==> src/rtl/router_dest_reader_if.sv <==
// ---------------------------------------------------------------------------
// router_dest_reader_if
//
// Read-side handshake between a router output FIFO and the destination
// reader that drains it.
//
// Signals:
//   vld_out   FIFO -> reader  FIFO not-empty
//   data_in   FIFO -> reader  read data, valid one cycle after an accepted read
//   read_enb  reader -> FIFO  read request (a read is accepted when
//                             read_enb & vld_out)
//
// Modports:
//   master  the FIFO side   (drives vld_out/data_in, observes read_enb)
//   slave   the reader side (observes vld_out/data_in, drives read_enb)
// ---------------------------------------------------------------------------
interface router_dest_reader_if;
  logic       vld_out;
  logic [7:0] data_in;
  logic       read_enb;

  modport master (
    output vld_out,
    output data_in,
    input  read_enb
  );

  modport slave (
    input  vld_out,
    input  data_in,
    output read_enb
  );
endinterface : router_dest_reader_if

==> src/rtl/router_dest_reader.sv <==
// ---------------------------------------------------------------------------
// router_dest_reader
//
// Destination-side consumer for one router output port. Drains the port's
// output FIFO one packet at a time (header, payload bytes, parity byte),
// splits the header into address/length fields, streams the payload out and
// checks the XOR parity. A programmable start delay lets the router's
// soft-reset timeout be exercised by holding data in the FIFO.
//
// Parameters:
//   START_DLY  cycles counted in WAIT before the header read (0..31)
//   CNT_W      width of the completed-packet counter
//
// Ports:
//   clock       system clock, rising edge
//   resetn      asynchronous active-low reset
//   enable      allows a new packet to start (sampled in IDLE only)
//   fifo        FIFO read handshake (slave modport of router_dest_reader_if)
//   pyld_data   payload byte, qualified by pyld_valid
//   pyld_valid  one-cycle strobe per payload byte
//   hdr_addr    header[1:0] of the most recent header
//   hdr_len     header[7:2] (payload length) of the most recent header
//   pkt_done    one-cycle pulse when the parity byte arrives
//   parity_err  parity result, valid with pkt_done, held until the next one
//   pkt_count   number of completed packets, wraps modulo 2**CNT_W
// ---------------------------------------------------------------------------
module router_dest_reader #(
  parameter int unsigned START_DLY = 2,
  parameter int unsigned CNT_W     = 16
) (
  input  logic                 clock,
  input  logic                 resetn,
  input  logic                 enable,
  router_dest_reader_if.slave  fifo,
  output logic [7:0]           pyld_data,
  output logic                 pyld_valid,
  output logic [1:0]           hdr_addr,
  output logic [5:0]           hdr_len,
  output logic                 pkt_done,
  output logic                 parity_err,
  output logic [CNT_W-1:0]     pkt_count
);

  // Last value of the WAIT counter before the header read is issued.
  localparam logic [4:0] DLY_LAST = 5'(START_DLY);

  typedef enum logic [2:0] {
    S_IDLE     = 3'd0,
    S_WAIT     = 3'd1,
    S_HDR_RD   = 3'd2,
    S_HDR_WAIT = 3'd3,
    S_BODY     = 3'd4
  } state_t;

  state_t           state_q;
  logic [4:0]       dly_q;
  // rem_issue_q: reads still to be issued for this packet (payload + parity).
  // rem_rx_q:    bytes still to be received; 1 means the next byte is parity.
  logic [6:0]       rem_issue_q;
  logic [6:0]       rem_rx_q;
  logic [7:0]       acc_val_q;
  logic             rx_v_q;
  logic [7:0]       pyld_data_q;
  logic             pyld_valid_q;
  logic [1:0]       hdr_addr_q;
  logic [5:0]       hdr_len_q;
  logic             pkt_done_q;
  logic             parity_err_q;
  logic [CNT_W-1:0] pkt_count_q;

  logic             read_enb_c;
  logic             acc;
  logic [6:0]       rem_issue_d;
  logic [6:0]       rem_rx_d;
  logic [7:0]       acc_val_d;
  logic [6:0]       hdr_total_d;

  // read_enb is decoded straight from the state and the issue counter so
  // that it drops in the cycle the counter reaches zero; a registered
  // version would over-read the FIFO by one byte at the end of each packet.
  always_comb begin
    read_enb_c = 1'b0;
    unique case (state_q)
      S_HDR_RD: read_enb_c = 1'b1;
      S_BODY:   read_enb_c = (rem_issue_q != 7'd0);
      default:  read_enb_c = 1'b0;
    endcase
  end

  assign acc           = read_enb_c & fifo.vld_out;
  assign fifo.read_enb = read_enb_c;

  // Next-value helpers used by the FSM below.
  always_comb begin
    rem_issue_d = rem_issue_q - 7'd1;
    rem_rx_d    = rem_rx_q - 7'd1;
    acc_val_d   = acc_val_q ^ fifo.data_in;
    // Payload length plus the parity byte; 7 bits so len 63 gives 64.
    hdr_total_d = {1'b0, fifo.data_in[7:2]} + 7'd1;
  end

  always_ff @(posedge clock or negedge resetn) begin
    if (!resetn) begin
      state_q      <= S_IDLE;
      dly_q        <= '0;
      rem_issue_q  <= '0;
      rem_rx_q     <= '0;
      acc_val_q    <= '0;
      rx_v_q       <= 1'b0;
      pyld_data_q  <= '0;
      pyld_valid_q <= 1'b0;
      hdr_addr_q   <= '0;
      hdr_len_q    <= '0;
      pkt_done_q   <= 1'b0;
      parity_err_q <= 1'b0;
      pkt_count_q  <= '0;
    end else begin
      // data_in carries the byte of the read accepted one cycle earlier.
      rx_v_q       <= acc;
      pyld_valid_q <= 1'b0;
      pkt_done_q   <= 1'b0;

      unique case (state_q)
        S_IDLE: begin
          if (enable && fifo.vld_out) begin
            state_q <= S_WAIT;
            dly_q   <= '0;
          end
        end

        S_WAIT: begin
          if (dly_q == DLY_LAST) begin
            state_q <= S_HDR_RD;
          end else begin
            dly_q <= dly_q + 5'd1;
          end
        end

        S_HDR_RD: begin
          if (acc) begin
            state_q <= S_HDR_WAIT;
          end
        end

        S_HDR_WAIT: begin
          if (rx_v_q) begin
            hdr_addr_q  <= fifo.data_in[1:0];
            hdr_len_q   <= fifo.data_in[7:2];
            acc_val_q   <= fifo.data_in;
            rem_issue_q <= hdr_total_d;
            rem_rx_q    <= hdr_total_d;
            state_q     <= S_BODY;
          end
        end

        S_BODY: begin
          if (acc) begin
            rem_issue_q <= rem_issue_d;
          end
          if (rx_v_q) begin
            rem_rx_q <= rem_rx_d;
            if (rem_rx_q == 7'd1) begin
              // Final byte of the packet is the parity byte.
              parity_err_q <= (acc_val_q != fifo.data_in);
              pkt_done_q   <= 1'b1;
              pkt_count_q  <= pkt_count_q + CNT_W'(1);
              state_q      <= S_IDLE;
            end else begin
              pyld_data_q  <= fifo.data_in;
              pyld_valid_q <= 1'b1;
              acc_val_q    <= acc_val_d;
            end
          end
        end

        default: begin
          state_q <= S_IDLE;
        end
      endcase
    end
  end

  assign pyld_data  = pyld_data_q;
  assign pyld_valid = pyld_valid_q;
  assign hdr_addr   = hdr_addr_q;
  assign hdr_len    = hdr_len_q;
  assign pkt_done   = pkt_done_q;
  assign parity_err = parity_err_q;
  assign pkt_count  = pkt_count_q;

endmodule : router_dest_reader

==> src/flat_wrapper.sv <==
// flat-port wrapper written by rule: the top's interface ports become plain ports
module router_dest_reader_flat 
#(
  parameter int unsigned START_DLY = 2,
  parameter int unsigned CNT_W     = 16
)
  (clock, resetn, enable, pyld_data, pyld_valid, hdr_addr, hdr_len, pkt_done, parity_err, pkt_count, fifo_vld_out, fifo_data_in, fifo_read_enb);
  router_dest_reader_if fifo_i ();
  input  logic clock;
  input  logic resetn;
  input  logic enable;
  output logic [7:0] pyld_data;
  output logic pyld_valid;
  output logic [1:0] hdr_addr;
  output logic [5:0] hdr_len;
  output logic pkt_done;
  output logic parity_err;
  output logic [CNT_W-1:0] pkt_count;
  input wire logic [$bits(fifo_i.vld_out)-1:0] fifo_vld_out;
  input wire logic [$bits(fifo_i.data_in)-1:0] fifo_data_in;
  output wire logic [$bits(fifo_i.read_enb)-1:0] fifo_read_enb;
  assign fifo_i.vld_out = fifo_vld_out;
  assign fifo_i.data_in = fifo_data_in;
  assign fifo_read_enb = fifo_i.read_enb;
  router_dest_reader #(.START_DLY(START_DLY), .CNT_W(CNT_W)) u_core (.clock(clock), .resetn(resetn), .enable(enable), .fifo(fifo_i), .pyld_data(pyld_data), .pyld_valid(pyld_valid), .hdr_addr(hdr_addr), .hdr_len(hdr_len), .pkt_done(pkt_done), .parity_err(parity_err), .pkt_count(pkt_count));
endmodule
==> config.mk <==
export PLATFORM = sky130hd
export DESIGN_NAME = router_dest_reader_flat
export DESIGN_NICKNAME = d
export VERILOG_FILES = /design/src/rtl/router_dest_reader_if.sv /design/src/rtl/router_dest_reader.sv /design/src/flat_wrapper.sv
export SDC_FILE = /design/constraint.sdc
export NUM_CORES = 1
export LEC_CHECK = 0
export BUFFER_PORTS_ARGS = -buffer_cell sky130_fd_sc_hd__buf_4
export CAP_MARGIN = 20
export CORE_MARGIN = 3
export CORE_UTILIZATION = 62
export DETAILED_ROUTE_END_ITERATION = 12
export GPL_ROUTABILITY_DRIVEN = 1
export PLACE_DENSITY = 0.88
export SLEW_MARGIN = 10
export SYNTH_ARGS = -nofsm -noshare
export SYNTH_HDL_FRONTEND = slang
export SYNTH_SLANG_ARGS = --single-unit
export TNS_END_PERCENT = 30
==> constraint.sdc <==
create_clock -name clock -period 3.6 [get_ports clock]
set_input_delay 0.72 -clock clock [delete_from_list [all_inputs] [get_ports clock]]
set_output_delay 0.72 -clock clock [all_outputs]
set_load 0.01 [all_outputs]
==> results.toml, run 1 <==
[logic_synthesis]
synth_cell_types = 54
synthArstFlopShare = 1.00
synth_top_cell_by_area = "dfrtp_1"
ys_seq_area_frac = 0.478
synth_area_um2 = 3460
synth_enable_flop_cells = 0
synth_seq_cells = 66
ys_top_cells_by_area = "dfrtp_1, nand2_1, xnor2_1"
ys_top_cells_by_count = "dfrtp_1, nand2_1, o21ai_0"
yosysMostFrequentCell = "dfrtp_1"
syn_inst = 353
yosys_warnings = 0
syn_avg_cell_area_um2 = 9.79
synth_ff_type = "dfrtp_1"
synth_nets = 373
synth_top_cell_area_share = 0.478

[clock_network]
cts_resized = 0
cts_hold_buf = 0
clock_latency_ns = 0.35
clkTransAtPathRegs_ns = 0.07
cts_tree = "yes"
cts_root_buf = "clkbuf_8"
ctsLongestPathBuffers = 2
post-cts-setup-buffers = 0
numCtsBuffers = 9
htreeDepth = 3
cts_num_sinks = 66

[sta]
post-route-period-util = 0.720
maxSlewHeadroom = 0.350
setup_violations = 0
finalSetupTns_ns = 0
max_freq_mhz = 386
rsz0062_at_grt = "false"
period_minus_slack_ns = 2.59
finClkSkew_ns = 0.0100
final-hold-violation-count = 0
tightest_slew_ns = 0.971
slew_viol_final = 0

[drt]
drtIter0Drc = 279
ant_nets = 0
vias_per_cell = 6.17
vias = 2880
drc = 0
totalWireLength_um = 7910
first_pass_iters = 5
wl_per_cell_um = 16.9

[worst_hold_path]
hold_path_class = "in -> async"

[placement]
dp_hpwl_um = 5430
gp_congestion = 0.809
port_buffers = 47

[floorplan]
row_count = 26
die_area_um2 = 6510
die_w_um = 80.7
core_region_area_um2 = 5240
die_y_um = 80.7
boundaryPins = 48
initial_core_util = 0.660

[critical_path]
crit_type = "reg -> out"
crit_required_ns = 2.88
cp-start-kind = "register"
arrival_ns = 1.87
worst_setup_path_end_kind = "primary output"
cp_max_fo = 4

[layout]
fin_util = 0.763
nets = 413
area_growth_pct = 15.6
drive_gt1_frac = 0.214
antennaDiodeCount = 0

[global_route]
grt_pass1_wl_um = 12900
grt_overflow = 0
antenna_found_initial = 0
track_usage = 0.259
grt_max_degree = 67
grt_pass1_vias = 2741

[power]
leakagePower_nw = 1.85
ir_drop_uv = 379
p_per_area_nw_per_um2 = 632

[run]
cap_violations = 0

[outcome]
status = "complete, no violations"
[worst paths after layout]
path / from / end / slack (ns) / depth (start not counted)
setup / recovery: u_core.rem_issue_q[0] / fifo_read_enb / 1.01 / 6
hold / removal: resetn / u_core.pkt_count[10] / 0.46 / 1
min in group clock: u_core.hdr_len[0] / u_core.hdr_len[0] / 0.49 / 2
setup reg to reg: u_core.state_q[1] / u_core.pkt_count[14] / 1.28 / 4
hold reg to reg: u_core.hdr_len[0] / u_core.hdr_len[0] / 0.49 / 2
max in group asynchronous: resetn / u_core.rem_issue_q[2] / 2.60 / 1
[per-stage QoR]
step	worst slack, ns	power [W]	hold slack [ns]	area [um2]	std cells
global route	0.876	0.00269	0.507	4000	467
global placement	1.36	0.00191	0.460	3830	452
detailed placement	1.31	0.00198	0.468	3830	452
finish	1.01	0.00253	0.457	4000	467
floorplan	1.57	0.00171	0.424	3460	353
CTS	1.01	0.00252	0.485	4000	467
[sequential cells by signal, summed over array words and instances, names as in the netlist]
name,flops
u_core.pkt_count,16
u_core.acc_val_q,8
u_core.pyld_data,8
u_core.rem_issue_q,7
u_core.rem_rx_q,7
u_core.hdr_len,6
u_core.dly_q,5
u_core.state_q,3
u_core.hdr_addr,2
u_core.parity_err,1
u_core.pkt_done,1
u_core.pyld_valid,1
u_core.rx_v_q,1
[cells in the final DEF (no fill, tap or decap), types with 5 or more instances in the layout]
cell type,count
a21oi_1,13
a22o_1,7
a31oi_1,5
buf_4,49
clkbuf_8,10
dfrtp_1,66
ha_1,8
inv_1,14
mux2_2,12
nand2_1,48
nand3_1,16
nand4_1,9
nor2_1,15
nor3_1,7
o21ai_0,25
o22ai_1,8
xnor2_1,17
xor2_1,11
[cells by family (layout without fill, tap and decap cells)]
kind of cell / count (synthesis) / count (layout) / share of synthesized area
simple gates: 124 / 124 / 0.188
compound gates: 81 / 81 / 0.154
flops: 66 / 66 / 0.478
buf+inv: 34 / 78 / 0.0413
xor+xnor: 28 / 28 / 0.0709
mux: 12 / 12 / 0.0391
fa+ha+maj: 8 / 8 / 0.0290
[metal layers]
metal,vias up,wire (um),share of wire,track usage
li1,1333,-,-,-
met1,1390,3230,0.41,0.335
met2,127,3960,0.50,0.422
met4,0,193,0.024,0.0963
met3,30,527,0.067,0.0628
met5,-,0,0,0
[area by class of cell]
type | instances | area [um2]
Timing Repair Buffer | 49 | 368
Inverter | 14 | 52.6
Fill cell | 348 | 1240
Clock inverter | 5 | 31.3
Sequential cell | 66 | 1650
Clock buffer | 10 | 138
Tap cell | 70 | 87.6
Multi-Input combinational cell | 253 | 1670
[power breakdown]
group / total, W / switching [W] / internal [W]
clock network: 0.000544 / 0.000282 / 0.000262
registers: 0.00118 / 0.000226 / 0.000951
logic: 0.000807 / 0.000432 / 0.000375
[worst max-delay path: stages (launching register included)]
cell,delay (ns)
dfrtp_1,0.38
inv_1,0.12
ha_1,0.16
or3b_2,0.47
o21ai_0,0.16
a21oi_1,0.10
buf_4,0.16
Note: power is estimated with default switching activity, not from simulation.
==> run 2: changes to the inputs <==
--- a/config.mk
+++ b/config.mk
@@ -8,10 +8,10 @@
 export BUFFER_PORTS_ARGS = -buffer_cell sky130_fd_sc_hd__buf_4
 export CAP_MARGIN = 20
 export CORE_MARGIN = 3
-export CORE_UTILIZATION = 62
+export CORE_UTILIZATION = 52
 export DETAILED_ROUTE_END_ITERATION = 12
 export GPL_ROUTABILITY_DRIVEN = 1
-export PLACE_DENSITY = 0.88
+export PLACE_DENSITY = 0.79
 export SLEW_MARGIN = 10
 export SYNTH_ARGS = -nofsm -noshare
 export SYNTH_HDL_FRONTEND = slang
==> constraint.sdc (replaced) <==
create_clock -name clock -period 2.1 [get_ports clock]
set_input_delay 0.42 -clock clock [delete_from_list [all_inputs] [get_ports clock]]
set_output_delay 0.42 -clock clock [all_outputs]
set_load 0.01 [all_outputs]
==> run 2 against run 1 <==
  * Total power rose by 85%
  * Non-clock buffer count increased by 17
  * Design area up 5.7%
  * Combinational power rose by 96%
  * Core utilization shrank 10 points
  * Final cell count up 5.4%
  * Largest cell class unchanged
  * Highest routed layer unchanged
==> results.toml, run 2 (same netlist as run 1, synthesis figures left out) <==
[drt]
totalWireLength_um = 7660
drc = 0
drtIter0Drc = 203
first_pass_iters = 4
vias = 2875
vias_per_cell = 5.84
wl_per_cell_um = 15.6
ant_nets = 0

[global_route]
grt_pass1_wl_um = 12800
grt_overflow = 0
grt_pass1_vias = 2777
antenna_found_initial = 0
track_usage = 0.213
grt_max_degree = 41

[clock_network]
cts_root_buf = "clkbuf_8"
ctsLongestPathBuffers = 2
clkTransAtPathRegs_ns = 0.08
numCtsBuffers = 9
clock_latency_ns = 0.35
cts_tree = "yes"
cts_num_sinks = 66
htreeDepth = 3

[critical_path]
worst_setup_path_end_kind = "primary output"
path_cells = "inv_2 > ha_4 > or3b_4 > o21ai_2 > a21oi_2 > buf_4"
crit_type = "reg -> out"
cp.buffers_inverters = 2
cpPeakStageDelay_ns = 0.39
cp-start-kind = "register"
crit_family = "flip-flops"
cp_max_fo = 2
arrival_ns = 1.68
crit_required_ns = 1.68
slowest_stage = "dfrtp_1"

[placement]
dp_hpwl_um = 5320
gp_congestion = 0.858
port_buffers = 47
dp_cells = 471

[floorplan]
die_w_um = 87.5
boundaryPins = 48
row_count = 29
initial_core_util = 0.541
die_area_um2 = 7660
die_y_um = 87.5
core_region_area_um2 = 6390

[sta]
hold_ws_ns = 0.309
period_minus_slack_ns = 2.10
finalSetupTns_ns = 0
tightest_slew_ns = 0.500
finClkSkew_ns = 0.0105
rsz0062_at_grt = "true"
maxSlewHeadroom = 0.666
post-route-period-util = 0.999
setup_violations = 0
final-hold-violation-count = 0
slew_viol_final = 0
max_freq_mhz = 477

[layout]
area_growth_pct = 22.2
largest_reg_flops = 16
final_cell_mix = "dfrtp_1, buf_4, nand2_1"
drive_gt1_frac = 0.263
final_cells = 492
antennaDiodeCount = 0
final_common_cell = "dfrtp_1"
nets = 430

[power]
ir_drop_uv = 672
leakagePower_nw = 1.95
p_per_area_nw_per_um2 = 1110

[run]
cap_violations = 0

[worst_hold_path]
hold_path_class = "in -> reg"

[outcome]
status = "complete, no violations"
[run 2: changes by cell type in the layout (fill, tap and decap cells not counted), sizes merged]
cell         delta
clkbuf          +1
clkinvlp        +1
clkinv          -2
dlygate4sd3     +1
buf            +16
bufinv          +1
[run 2: cell type report]
type                       count  area, um2
fill                         515       2160
multi-input combinational    253       1700
sequential                    66       1650
timing repair buffer          66        510
clock buffer                  11        151
tap                           77       96.3
clock inverter                 5       62.6
inverter                      14       52.6
[run 2: worst reg2reg max path: cells and delay by family (launching register included)]
family,cells,cell delay [ns]
AOI/OAI and AO/OA,1,0.25
adders and majority gates,1,0.12
buffers and inverters,2,0.24
DFF,1,0.39
muxes,1,0.31
and+or+nand+nor,2,0.56
[run 2: power by group]
group	total (W)	internal [W]	switching [W]
Combinational	0.00158	0.000759	0.000819
Clock	0.00113	0.000617	0.000516
Sequential	0.00197	0.00163	0.000341
Total	0.00468	0.00301	0.00168
[run 2: final timing paths]
path / from / endpoint / slack, ns / cells past startpoint
worst max-delay path: u_core.rem_issue_q[0] / fifo_read_enb / 0.003 / 6
worst min-delay path: fifo_data_in[1] / u_core.hdr_addr[1] / 0.31 / 3
worst max register to register: u_core.rem_issue_q[0] / u_core.rem_issue_q[1] / 0.11 / 7
worst min register to register: u_core.pkt_count[15] / u_core.pkt_count[15] / 0.48 / 1
max in group asynchronous: resetn / u_core.pyld_data[2] / 1.05 / 3
min in group asynchronous: resetn / u_core.pkt_count[10] / 0.52 / 2
[run 2: per-layer routing]
metal,track usage,routed length (um)
met5,0,0
met4,0.0851,54
met3,0.0442,487
met2,0.347,3850
met1,0.279,3270
[run 2: what timing repair did]
action / 4_1_cts / 5_1_grt
pin swaps: 2 / 5
hold buffers: 1 / 0
gates resized for setup: 6 / 4
setup endpoints to repair: 1 / 13
endpoints found under the hold margin: 26 / 0
setup buffers: 3 / 1
[run 2: metrics by stage]
stage | power (W) | util | worst slack, ns | instance area, um2
6_report | 0.00468 | 0.661 | 0.00267 | 4220
5_1_grt | 0.00501 | 0.661 | -0.0550 | 4220
4_1_cts | 0.00465 | 0.657 | -0.00887 | 4200
3_5_place_dp | 0.00346 | 0.617 | 0.0231 | 3940
3_3_place_gp | 0.00337 | 0.617 | 0.0989 | 3940
2_1_floorplan | 0.00292 | - | 0.242 | 3460
